## src/rtl/tetris_pkg.sv

```systemverilog
// Shared definitions for the Tetris game controller: state encoding, collision
// check opcodes, key codes and board geometry.
package tetris_pkg;

  typedef enum logic [3:0] {
    ST_IDLE  = 4'd0,
    ST_SPAWN = 4'd1,
    ST_WAIT  = 4'd2,
    ST_CHECK = 4'd3,
    ST_APPLY = 4'd4,
    ST_LOCK  = 4'd5,
    ST_CLEAR = 4'd6,
    ST_SCORE = 4'd7,
    ST_OVER  = 4'd8
  } state_t;

  typedef enum logic [2:0] {
    OP_NONE  = 3'd0,
    OP_CW    = 3'd1,
    OP_CCW   = 3'd2,
    OP_LEFT  = 3'd3,
    OP_RIGHT = 3'd4,
    OP_DOWN  = 3'd5,
    OP_SPAWN = 3'd7
  } chk_op_t;

  localparam logic [2:0] KEY_RESTART = 3'd1;
  localparam logic [2:0] KEY_DROP    = 3'd2;
  localparam logic [2:0] KEY_CW      = 3'd3;
  localparam logic [2:0] KEY_CCW     = 3'd4;
  localparam logic [2:0] KEY_LEFT    = 3'd5;
  localparam logic [2:0] KEY_RIGHT   = 3'd6;

  localparam int BOARD_W = 10;
  localparam int BOARD_H = 20;
  localparam int SPAWN_X = 6;
  localparam int SPAWN_Y = 24;

  // Keys that are queued for WAIT; restart is acted on directly, 0 and 7 are ignored.
  function automatic logic is_move_key(input logic [2:0] code);
    is_move_key = (code >= KEY_DROP) && (code <= KEY_RIGHT);
  endfunction

  function automatic chk_op_t key_to_op(input logic [2:0] code);
    case (code)
      KEY_CW:    key_to_op = OP_CW;
      KEY_CCW:   key_to_op = OP_CCW;
      KEY_LEFT:  key_to_op = OP_LEFT;
      KEY_RIGHT: key_to_op = OP_RIGHT;
      default:   key_to_op = OP_DOWN;
    endcase
  endfunction

endpackage

```

## src/rtl/tetris_input_buf.sv

```systemverilog
// One-entry key buffer plus the gravity tick divider and its pending flag.
module tetris_input_buf
  import tetris_pkg::*;
#(
  parameter int GRAVITY_TICKS = 100,
  parameter int CNT_W         = 8
) (
  input  logic       clk,
  input  logic       rst_n,
  input  logic       flush,
  input  logic       key_valid,
  input  logic [2:0] key_code,
  input  logic       tick,
  input  logic       cnt_en,
  input  logic       consume,
  input  logic       pend_clr,
  output logic       buf_valid,
  output logic [2:0] buf_code,
  output logic       grav_pending
);

  localparam logic [CNT_W-1:0] LAST = CNT_W'(GRAVITY_TICKS - 1);

  logic [CNT_W-1:0] grav_cnt;
  logic             wrap;

  assign wrap = tick && cnt_en && (grav_cnt == LAST);

  always_ff @(posedge clk or negedge rst_n) begin
    if (!rst_n) begin
      buf_valid    <= 1'b0;
      buf_code     <= 3'd0;
      grav_cnt     <= '0;
      grav_pending <= 1'b0;
    end else if (flush) begin
      buf_valid    <= 1'b0;
      grav_cnt     <= '0;
      grav_pending <= 1'b0;
    end else begin
      // A key arriving while the entry is occupied (even in the consume cycle) is lost.
      if (consume) begin
        buf_valid <= 1'b0;
      end else if (!buf_valid && key_valid && is_move_key(key_code)) begin
        buf_valid <= 1'b1;
        buf_code  <= key_code;
      end
      if (tick && cnt_en) begin
        grav_cnt <= wrap ? '0 : grav_cnt + CNT_W'(1);
      end
      if (wrap) begin
        grav_pending <= 1'b1;
      end else if (pend_clr) begin
        grav_pending <= 1'b0;
      end
    end
  end

endmodule

```

## src/rtl/tetris_game_ctrl.sv

```systemverilog
// Game sequencer: spawn, move/rotate, gravity, hard drop, lock, row clearing,
// scoring and game-over, sharing one collision checker and one row eliminator.
module tetris_game_ctrl
  import tetris_pkg::*;
#(
  parameter int GRAVITY_TICKS = 100,
  parameter int CNT_W         = 8,
  parameter int MAX_CLEAR     = 4
) (
  input  logic       clk,
  input  logic       rst_n,
  input  logic       tick,
  input  logic       key_valid,
  input  logic [2:0] key_code,
  output logic       chk_req,
  output logic [2:0] chk_op,
  input  logic       chk_ack,
  input  logic       chk_ok,
  output logic       apply,
  output logic       lock,
  output logic       clr_board,
  output logic       row_req,
  input  logic       row_ack,
  input  logic       row_hit,
  output logic       score_hit,
  output logic [2:0] lines,
  output logic       game_over,
  output logic [3:0] state
);

  localparam logic [2:0] MAX_C = 3'(MAX_CLEAR);

  state_t     state_q, state_d;
  chk_op_t    op_q, op_d;
  logic       drop_q, drop_d;
  logic [2:0] cnt_q, cnt_d;
  logic [2:0] lines_q, lines_d;
  logic       row_gap_q, row_gap_d;

  logic       restart;
  logic       buf_valid;
  logic [2:0] buf_code;
  logic       grav_pending;
  logic       consume;
  logic       grav_take;
  logic       cnt_en;
  logic       pend_clr;

  assign restart  = key_valid && (key_code == KEY_RESTART);
  assign cnt_en   = state_q inside {ST_WAIT, ST_CHECK, ST_APPLY, ST_CLEAR};
  assign pend_clr = grav_take || ((state_d == ST_SPAWN) && (state_q != ST_SPAWN));

  tetris_input_buf #(
    .GRAVITY_TICKS(GRAVITY_TICKS),
    .CNT_W        (CNT_W)
  ) u_input_buf (
    .clk         (clk),
    .rst_n       (rst_n),
    .flush       (restart),
    .key_valid   (key_valid),
    .key_code    (key_code),
    .tick        (tick),
    .cnt_en      (cnt_en),
    .consume     (consume),
    .pend_clr    (pend_clr),
    .buf_valid   (buf_valid),
    .buf_code    (buf_code),
    .grav_pending(grav_pending)
  );

  always_ff @(posedge clk or negedge rst_n) begin
    if (!rst_n) begin
      state_q   <= ST_IDLE;
      op_q      <= OP_NONE;
      drop_q    <= 1'b0;
      cnt_q     <= 3'd0;
      lines_q   <= 3'd0;
      row_gap_q <= 1'b0;
    end else begin
      state_q   <= state_d;
      op_q      <= op_d;
      drop_q    <= drop_d;
      cnt_q     <= cnt_d;
      lines_q   <= lines_d;
      row_gap_q <= row_gap_d;
    end
  end

  // Handshakes: a request is held with a stable opcode until ack is seen high
  // in a cycle where the request is high; it is low in the following cycle.
  // Ack while the request is low is ignored. A restart key drops any request
  // in its own cycle and wins over a simultaneous ack.
  always_comb begin
    state_d   = state_q;
    op_d      = op_q;
    drop_d    = drop_q;
    cnt_d     = cnt_q;
    lines_d   = lines_q;
    row_gap_d = 1'b0;
    consume   = 1'b0;
    grav_take = 1'b0;
    chk_req   = 1'b0;
    row_req   = 1'b0;
    apply     = 1'b0;
    lock      = 1'b0;
    clr_board = 1'b0;
    score_hit = 1'b0;

    if (restart) begin
      clr_board = 1'b1;
      state_d   = ST_SPAWN;
      op_d      = OP_SPAWN;
      drop_d    = 1'b0;
      cnt_d     = 3'd0;
    end else begin
      case (state_q)
        ST_SPAWN: begin
          chk_req = 1'b1;
          if (chk_ack) state_d = chk_ok ? ST_APPLY : ST_OVER;
        end
        ST_WAIT: begin
          if (buf_valid) begin
            consume = 1'b1;
            state_d = ST_CHECK;
            op_d    = key_to_op(buf_code);
            drop_d  = (buf_code == KEY_DROP);
          end else if (grav_pending) begin
            grav_take = 1'b1;
            state_d   = ST_CHECK;
            op_d      = OP_DOWN;
          end
        end
        ST_CHECK: begin
          chk_req = 1'b1;
          if (chk_ack) begin
            if (chk_ok) begin
              state_d = ST_APPLY;
            end else if (op_q == OP_DOWN) begin
              state_d = ST_LOCK;
              drop_d  = 1'b0;
            end else begin
              state_d = ST_WAIT;
            end
          end
        end
        ST_APPLY: begin
          apply   = 1'b1;
          state_d = drop_q ? ST_CHECK : ST_WAIT;
        end
        ST_LOCK: begin
          lock    = 1'b1;
          cnt_d   = 3'd0;
          state_d = ST_CLEAR;
        end
        ST_CLEAR: begin
          // row_gap_q forces one idle cycle between consecutive row requests.
          row_req = !row_gap_q;
          if (!row_gap_q && row_ack) begin
            if (row_hit) cnt_d = cnt_q + 3'd1;
            if (row_hit && ((cnt_q + 3'd1) < MAX_C)) row_gap_d = 1'b1;
            else                                     state_d   = ST_SCORE;
          end
        end
        ST_SCORE: begin
          lines_d   = cnt_q;
          score_hit = (cnt_q != 3'd0);
          state_d   = ST_SPAWN;
          op_d      = OP_SPAWN;
        end
        default: ;
      endcase
    end
  end

  assign chk_op    = (state_q inside {ST_SPAWN, ST_CHECK, ST_APPLY}) ? op_q : OP_NONE;
  assign lines     = lines_q;
  assign game_over = (state_q == ST_OVER);
  assign state     = state_q;

endmodule

```

## config.mk

```make
export PLATFORM = sky130hd
export DESIGN_NAME = tetris_game_ctrl
export DESIGN_NICKNAME = d
export VERILOG_FILES = /design/src/rtl/tetris_pkg.sv /design/src/rtl/tetris_input_buf.sv /design/src/rtl/tetris_game_ctrl.sv
export SDC_FILE = /design/constraint.sdc
export NUM_CORES = 1
export LEC_CHECK = 0
export ABC_CLOCK_PERIOD_IN_PS = 4400
export CAP_MARGIN = 20
export CORE_MARGIN = 1.5
export CORE_UTILIZATION = 40
export DETAILED_ROUTE_END_ITERATION = 8
export SETUP_SLACK_MARGIN = 0.2
export SLEW_MARGIN = 5
export SYNTH_ARGS = -nofsm -noshare
export SYNTH_HDL_FRONTEND = slang
export SYNTH_HIERARCHICAL = 1
export SYNTH_SLANG_ARGS = --single-unit
```

## constraint.sdc

```tcl
create_clock -name clk -period 4.4 [get_ports clk]
set_input_delay 0.66 -clock clk [delete_from_list [all_inputs] [get_ports clk]]
set_output_delay 0.66 -clock clk [all_outputs]
set_load 0.02 [all_outputs]
```

[Word level (Yosys, flattened, before mapping)]
Index checks and enable logic that the tools add are counted.
Cells by class
  add/sub/neg operators: 2
  $mul: 0
  div/mod/pow operators: 0
  order comparisons: 3
  eq/ne operators: 25
  shift operators: 0
  mux-type cells: 59
  bitwise logic cells: 2
  reduce and logical (&&, ||, !) cells: 27
Operators with widths (count)
  1-bit two-way mux: 34
  4-bit two-way mux: 8
  4-bit case mux with 7 select lines: 1
  3-bit two-way mux: 9
  8-bit two-way mux: 3
  3-bit nonzero test: 7
  4-bit by 3-bit == test with 1-bit output (second input constant): 4
  3-bit == test (second input constant): 4
  3-bit case mux with 2 select lines: 2
  3-bit case mux with 4 select lines: 1
  1-bit logical AND: 9
  3-bit by 2-bit inequality test with 1-bit output (second input constant): 3
  3-bit inequality test (second input constant): 3
  8-bit by 1-bit adder with 8-bit output (second input constant): 1
  4-bit by 1-bit == test with 1-bit output (second input constant): 2
  4-bit by 2-bit == test with 1-bit output (second input constant): 2
  8-bit by 7-bit == test with 1-bit output (second input constant): 1
  3-bit by 2-bit == test with 1-bit output (second input constant): 2
  3-bit AND reduction: 2
  5-bit AND reduction: 1
  4-bit == test (second input constant): 1
  4-bit by 1-bit inequality test with 1-bit output (second input constant): 1
  4-bit by 2-bit inequality test with 1-bit output (second input constant): 1
  2-bit AND reduction: 2
  other kinds (12): 14
Word-level totals
  bits in registers: 28
  bits in latches: 0
  memory bits (writable): 0
  bits in read-only memories: 0
  bits of input ports: 11
  output and inout port bits: 17
  logic and storage cells: 128
  memories: 0

[Logic depth before layout (Yosys ltp)]
Gate-level depths: netlist of the first run.
  depth in word-level cells: 13
  gate-level depth with buffers: 9

[By module]
Netlist of the first run, hierarchy kept.
By module, submodules not included
  tetris_game_ctrl: times used 1, cells each 131, area an instance 1149.9 um^2, seq. area each 375.4 um^2
  tetris_input_buf: times used 1, cells each 62, area an instance 633.1 um^2, seq. area each 325.3 um^2

[Worst setup path after synthesis of the first run]
No wires, ideal clock.
  kind: input -> output
  from: input key_code[1]
  to: output apply
  arrival time: 1.785 ns
  required time: 3.740 ns
  setup slack: 1.955 ns
  stages on the path: 5
  buffers on the path: 2
  cells stage by stage: nand4bb_1 buf_4 inv_2 buf_6 nor4_1
On the way
  word-level cells in the longest chain between the ends: 3
Ends and longest elaborated chain
  start: declaration: RTL line tetris_game_ctrl.sv:14  | input logic [2:0] key_code,
  3-bit by 1-bit == test with 1-bit output: RTL line tetris_game_ctrl.sv:49  | assign restart = key_valid && (key_code == KEY_RESTART);
  1-bit logical AND: RTL line tetris_game_ctrl.sv:49
  1-bit two-way mux: RTL line tetris_game_ctrl.sv:109  | if (restart) begin
  end: declaration: RTL line tetris_game_ctrl.sv:19  | output logic apply,
No other way between the ends.

[Final worst setup path of the first run]
  from: input key_code[2]
  to: output score_hit
On the way
  word-level cells in the longest chain between the ends: 3
Ends and longest elaborated chain
  3-bit by 1-bit == test with 1-bit output: RTL line tetris_game_ctrl.sv:49
  1-bit logical AND: RTL line tetris_game_ctrl.sv:49
  1-bit two-way mux: RTL line tetris_game_ctrl.sv:109
  end: declaration: RTL line tetris_game_ctrl.sv:25  | output logic score_hit,
No other way between the ends.

==> metrics.txt, run 1 <==
WL final=3.88 mm; P_int=0.000709 W; DRC errors left=0; Setup Fix Bufs, Post-CTS=0; final worst-path cycle share=0.797; static leakage=0.866 nW; mean area per synthesized cell=9.24 µm²; Max Clock Freq=around 0.29 GHz; hold buffers post-CTS=0; latest clock arrival within the worst-skew pair=0.27 ns; Fin. Hold Viols=0; num ports=28; total global routing track utilization=0.168; Num CTS Buffers=3; n_diodes=0; largest net degree at the start of global routing=22; Final setup viols=0; unique cell type count in the Yosys netlist=57; row cnt=24; H-tree Lvls=1; share of cells above drive strength 1=0.110; Die ar.=4870 µm²; Sw Ratio=0.430; Synth Warn #=6; worst slew pin tran=between 0.6 and 0.7 ns; CTS tree=yes; Mapped Area=1780 µm²; RePlAce Congestion=between 0.8 and 0.9; total congestion overflow=0; DRT iter0 DRCs=roughly 110; vias in the first global route=around 1400; power per standard cell area=582 nW/µm²; fin worst setup slack=0.893 ns; Pre-antenna DRT Iters=4; synthesis-to-layout area growth=19.7%; fin. max-slew vios=0; Worst path most repeated cell=clkdlybuf4s50_1; Multi-input gate area=983 µm²; initial antenna violation count=0; first-pass GRT wire length=6.78 mm; Post-DP HPWL=2.93 mm; share of the synthesized area in the top cell type=0.393; TritonCTS sink count=28; Clk pwr share=0.127; most frequent cell after synthesis=dfrtp_1; Vias=1514; slowest CP cell=clkdlybuf4s50_1; max cap viols=0; Die Span Y=approximately 70 µm; via-per-instance ratio=5.61; WP data arrival=2.85 ns; WL/cell=14.4 µm; Synth Register Bits=28; Worst Skew=0.00410 ns; Post-synth EDFFs=0; CP bufs+invs=4; RSZ-0062 raised after global routing=no; dpl ws=0.881 ns; crit path cell chain=clkdlybuf4s50_1, nand4bb_1, buf_4, inv_2, nor3_2, a21boi_0, clkdlybuf4s50_1; fin crit period=about 3.5 ns; cts repair resizes=0; worst min path class=reg -> reg; Worst Setup Start Kind=input port; worst endpoint required time=around 3.7 ns; crit end category=primary output; Crit Path Category=in -> out; Sequential Power Share=0.378; worst-path maximum fanout=21; Logic pwr share=0.495; Post-Syn Instances=193; CTS Root Cell=clkbuf_8; CTS clk-pin slew, worst paths=0.09 ns; syn_nets=207; CTS Buffer Depth=2; Initial Utilization=0.412; crit-path leading delay family=buffers and inverters; Post-synth top cells=dfrtp_1 (28), nand2_1 (18), nor2_1 (14); crit-path max cell delay=about 0.62 ns; fillers=403; antenna-violating nets left=0; Total Neg Setup Slack=0 ns; Register Area=701 µm²; Die Wd=69.8 µm; CORE AREA=4320 µm²; ys flop type=dfrtp_1; I/O Buffers=27; top post-synthesis cells by area=dfrtp_1 (39%), nand2_1 (3.8%), mux2_2 (3.8%), a21oi_1 (3.1%), nor2_1 (2.9%); Sw Pwr=0.000534 W; Synth async-reset ratio=1.00; sequential fraction of the synthesis area=0.393; relative slew slack=0.546; Max VDD drop=0.000327 V; Nets=around 230; area leader, netlist=dfrtp_1; status=completed
==> metal layers <==
layer  track usage  wire length [µm]
met1         0.238              1870
met2         0.270              1800
met3        0.0349               190
met4        0.0321                19
met5             0                 0
==> kinds of logic after synthesis <==
logic type                 count (synthesis)  synth area share
and+or+nand+nor                           83             0.263
buffers and inverters                     20            0.0554
adders and majority gates                  3            0.0211
muxes                                      7            0.0435
AOI/OAI and AO/OA                         48             0.204
xor gates and xnor gates                   4            0.0196
DFF                                       28             0.393
==> cell usage in the layout (no fill, tap or decap), drive strengths merged, types with 3 or more instances in the layout <==
master	n
dfrtp	28
o211ai	3
clkbuf	4
nor4	6
or2b	3
inv	12
mux2	6
nor2	14
or4	3
nand3	5
clkdlybuf4s50	27
o21ai	9
nor2b	3
nor3	4
a21oi	11
or3	4
xnor2	4
ha	3
and2b	3
nand2b	5
nand2	19
and2	4
a211oi	5
==> worst reg2reg max path, stage by stage (launching register included) <==
cell     delay, ns
dfrtp_1       0.59
and2_1        0.29
nor3_1        0.44
nand2_1       0.29
or4_1         0.56
a31oi_1       0.17
==> area by class of cell <==
type                       instances  area share
clock buffer                       4      0.0258
inverter                          12      0.0211
multi-input combinational        145       0.461
sequential                        28       0.328
timing repair buffer              29       0.134
tap                               52      0.0305
==> power groups by stage <==
stage	Combinational, W	Sequential [W]	Clock (W)
floorplan	0.000444	0.000439	0
finish	0.000615	0.000470	0.000158
detailed placement	0.000618	0.000474	0
global route	0.000682	0.000490	0.000182
CTS	0.000619	0.000471	0.000166
global placement	0.000609	0.000472	0
==> final timing paths <==
check | startpoint | endpoint | slack, ns | cells past startpoint
hold reg to reg | u_input_buf/buf_code[2] | op_q[0] | 0.51 | 1
max in group asynchronous | rst_n | drop_q | 2.96 | 2
min in group asynchronous | rst_n | state[2] | 0.79 | 1
hold / removal | u_input_buf/buf_code[2] | op_q[0] | 0.51 | 1
setup / recovery | key_code[2] | score_hit | 0.89 | 7
setup reg to reg | state[0] | u_input_buf/grav_cnt[5] | 1.98 | 5
==> stage by stage <==
step | instance area, µm² | power (W) | hold WS (ns) | cells | utilization
6_report | 2130 | 0.00124 | 0.507 | 270 | 0.494
5_1_grt | 2130 | 0.00135 | 0.542 | 270 | 0.494
4_1_cts | 2130 | 0.00126 | 0.515 | 270 | 0.494
3_5_place_dp | 2080 | 0.00109 | 0.488 | 266 | 0.481
3_3_place_gp | 2080 | 0.00108 | 0.501 | 266 | 0.481
2_1_floorplan | 1780 | 0.000882 | 0.364 | 193 | -
==> state kept, by name, indices dropped and copies added, names as in the netlist <==
signal / count
u_input_buf/grav_cnt: 8
op_q: 3
lines: 3
u_input_buf/buf_valid: 1
drop_q: 1
state: 4
cnt_q: 3
row_gap_q: 1
u_input_buf/buf_code: 3
u_input_buf/grav_pending: 1
No activity file was read; power rests on OpenSTA's default activity.
==> inputs of run 2 (changes only) <==
- ABC_CLOCK_PERIOD_IN_PS: 4400 -> 3400
- clock period: 4.4 -> 3.4 ns (I/O delays scaled with it)
==> metrics.txt, run 2 (synthesized netlist as in run 1, its figures left out) <==
Die Span Y=69.8 µm (unchanged); Final Cell Area=2170 µm² (+1.8%); Setup Fix Bufs, Post-CTS=0 (unchanged); Num CTS Buffers=3 (unchanged); worst min path class=reg -> reg; hold_ws=0.518 ns (+0.0110 ns); synthesis-to-layout area growth=21.9%; cts repair resizes=0 (unchanged); via-per-instance ratio=5.62 (+0.27%); num ports=28 (unchanged); worst-path maximum fanout=9 (-57%); Crit Path Category=in -> out; latest clock arrival within the worst-skew pair=0.28 ns (about the same); relative slew slack=0.608 (+0.0622); Total Neg Setup Slack=0 ns (unchanged); WL/cell=14.6 µm (+1.9%); FF-to-FF setup slack=1.04 ns (-0.94 ns); Max Clock Freq=0.334 GHz; CTS tree=yes; crit end category=primary output; final worst-path cycle share=0.881; H-tree Lvls=1 (unchanged); Largest Register=u_input_buf/grav_cnt; most common cell after layout, fill and taps aside=dfrtp_1; Nets=236 (+1.3%); most frequent cells in the layout=dfrtp_1 (28), clkdlybuf4s50_1 (27), nand2_1 (18), nor2_1 (14); RSZ-0062 raised after global routing=no; fin crit period=3.00 ns; static leakage=0.888 nW (+2.6%); first-pass GRT wire length=6.73 mm (-0.71%); WL final=4.00 mm (+3.0%); vias in the first global route=1471 (+3.4%); share of cells above drive strength 1=0.122 (+0.0121); TritonCTS sink count=28 (unchanged); status=completed; max cap viols=0 (unchanged); initial antenna violation count=0 (unchanged); Vias=1535 (+1.4%); worst slew pin tran=0.583 ns (-0.0966 ns); Post-DP Area=2100 µm² (+1.1%); CTS clk-pin slew, worst paths=0.10 ns (about the same); worst endpoint required time=2.89 ns (-0.85 ns); Die Wd=69.8 µm (unchanged); max reg flops=8 (unchanged); CTS Root Cell=clkbuf_8; crit-path max cell delay=0.62 ns (about the same); Worst Skew=0.00204 ns (-0.00207 ns); Final setup viols=0 (unchanged); row cnt=24 (unchanged); Max VDD drop=0.000344 V (+5.2%); hold buffers post-CTS=0 (unchanged); Pre-antenna DRT Iters=4 (unchanged); Worst path most repeated cell=clkdlybuf4s50_1; Post-DP HPWL=2.87 mm (-1.9%); WP data arrival=2.49 ns (-0.36 ns); crit-path leading delay family=buffers and inverters; total global routing track utilization=0.168 (about the same); total congestion overflow=0 (unchanged); Worst Setup Start Kind=input port; largest net degree at the start of global routing=29 (+32%); Initial Utilization=0.412 (unchanged); Die ar.=4870 µm² (unchanged); fin. max-slew vios=0 (unchanged); RePlAce Congestion=0.832 (-0.99%); CORE AREA=4320 µm² (unchanged); DRC errors left=0 (unchanged); Fin. Hold Viols=0 (unchanged); crit path cell chain=clkdlybuf4s50_1, nand4bb_1, inv_2, nor3_2, a21boi_0, clkdlybuf4s50_1; DRT iter0 DRCs=110 (-1.8%); CP bufs+invs=3 (-1); antenna-violating nets left=0 (unchanged); I/O Buffers=27 (unchanged); n_diodes=0 (unchanged); CTS Buffer Depth=2 (unchanged); power per standard cell area=779 nW/µm² (+34%); slowest CP cell=clkdlybuf4s50_1
## run 2: changes by cell type in the layout (fill, tap and decap cells not counted), sizes merged
cell	before	now
bufinv	0	1
clkbuf	4	3
buf	2	5
## run 2: through the flow
step / total power [W] / std cells / setup slack (ns) / utilization
floorplan: 0.00114 / 193 / 1.21 / -
global placement: 0.00141 / 269 / 0.446 / 0.486
detailed placement: 0.00143 / 269 / 0.390 / 0.486
CTS: 0.00170 / 273 / 0.389 / 0.503
global route: 0.00182 / 273 / 0.275 / 0.503
finish: 0.00169 / 273 / 0.405 / 0.503
## run 2: layout make-up
type                    count  area, µm²
inverters                  12       45.0
fillers                   414       2150
multi-input cells         145        983
clock buffers               3       41.3
flip-flops and latches     28        701
repair buffers             32        308
well taps                  52       65.1
clock inverters             1       30.0
## run 2: final timing paths
path / from / cells after the start / endpoint
max: key_code[1] / 6 / score_hit
min: u_input_buf/buf_code[2] / 1 / op_q[0]
max reg2reg: state[0] / 5 / u_input_buf/grav_cnt[5]
min reg2reg: u_input_buf/buf_code[2] / 1 / op_q[0]
max in group asynchronous: rst_n / 2 / u_input_buf/grav_cnt[7]
min in group asynchronous: rst_n / 2 / state[2]
## run 2: report_power, final
group | switching (W) | leakage, nW | internal, W | total, W
clock network | 0.000110 | 0.0357 | 0.000158 | 0.000268
logic | 0.000467 | 0.502 | 0.000395 | 0.000862
registers | 0.000129 | 0.350 | 0.000435 | 0.000564
## run 2: layer usage
metal,vias up,share of wire,wire length [µm],GRT usage
met5,-,0,0,0
met4,0,0.0048,19,0.0385
met3,2,0.033,133,0.0233
met2,32,0.47,1880,0.280
met1,735,0.49,1960,0.232
li1,766,-,-,-
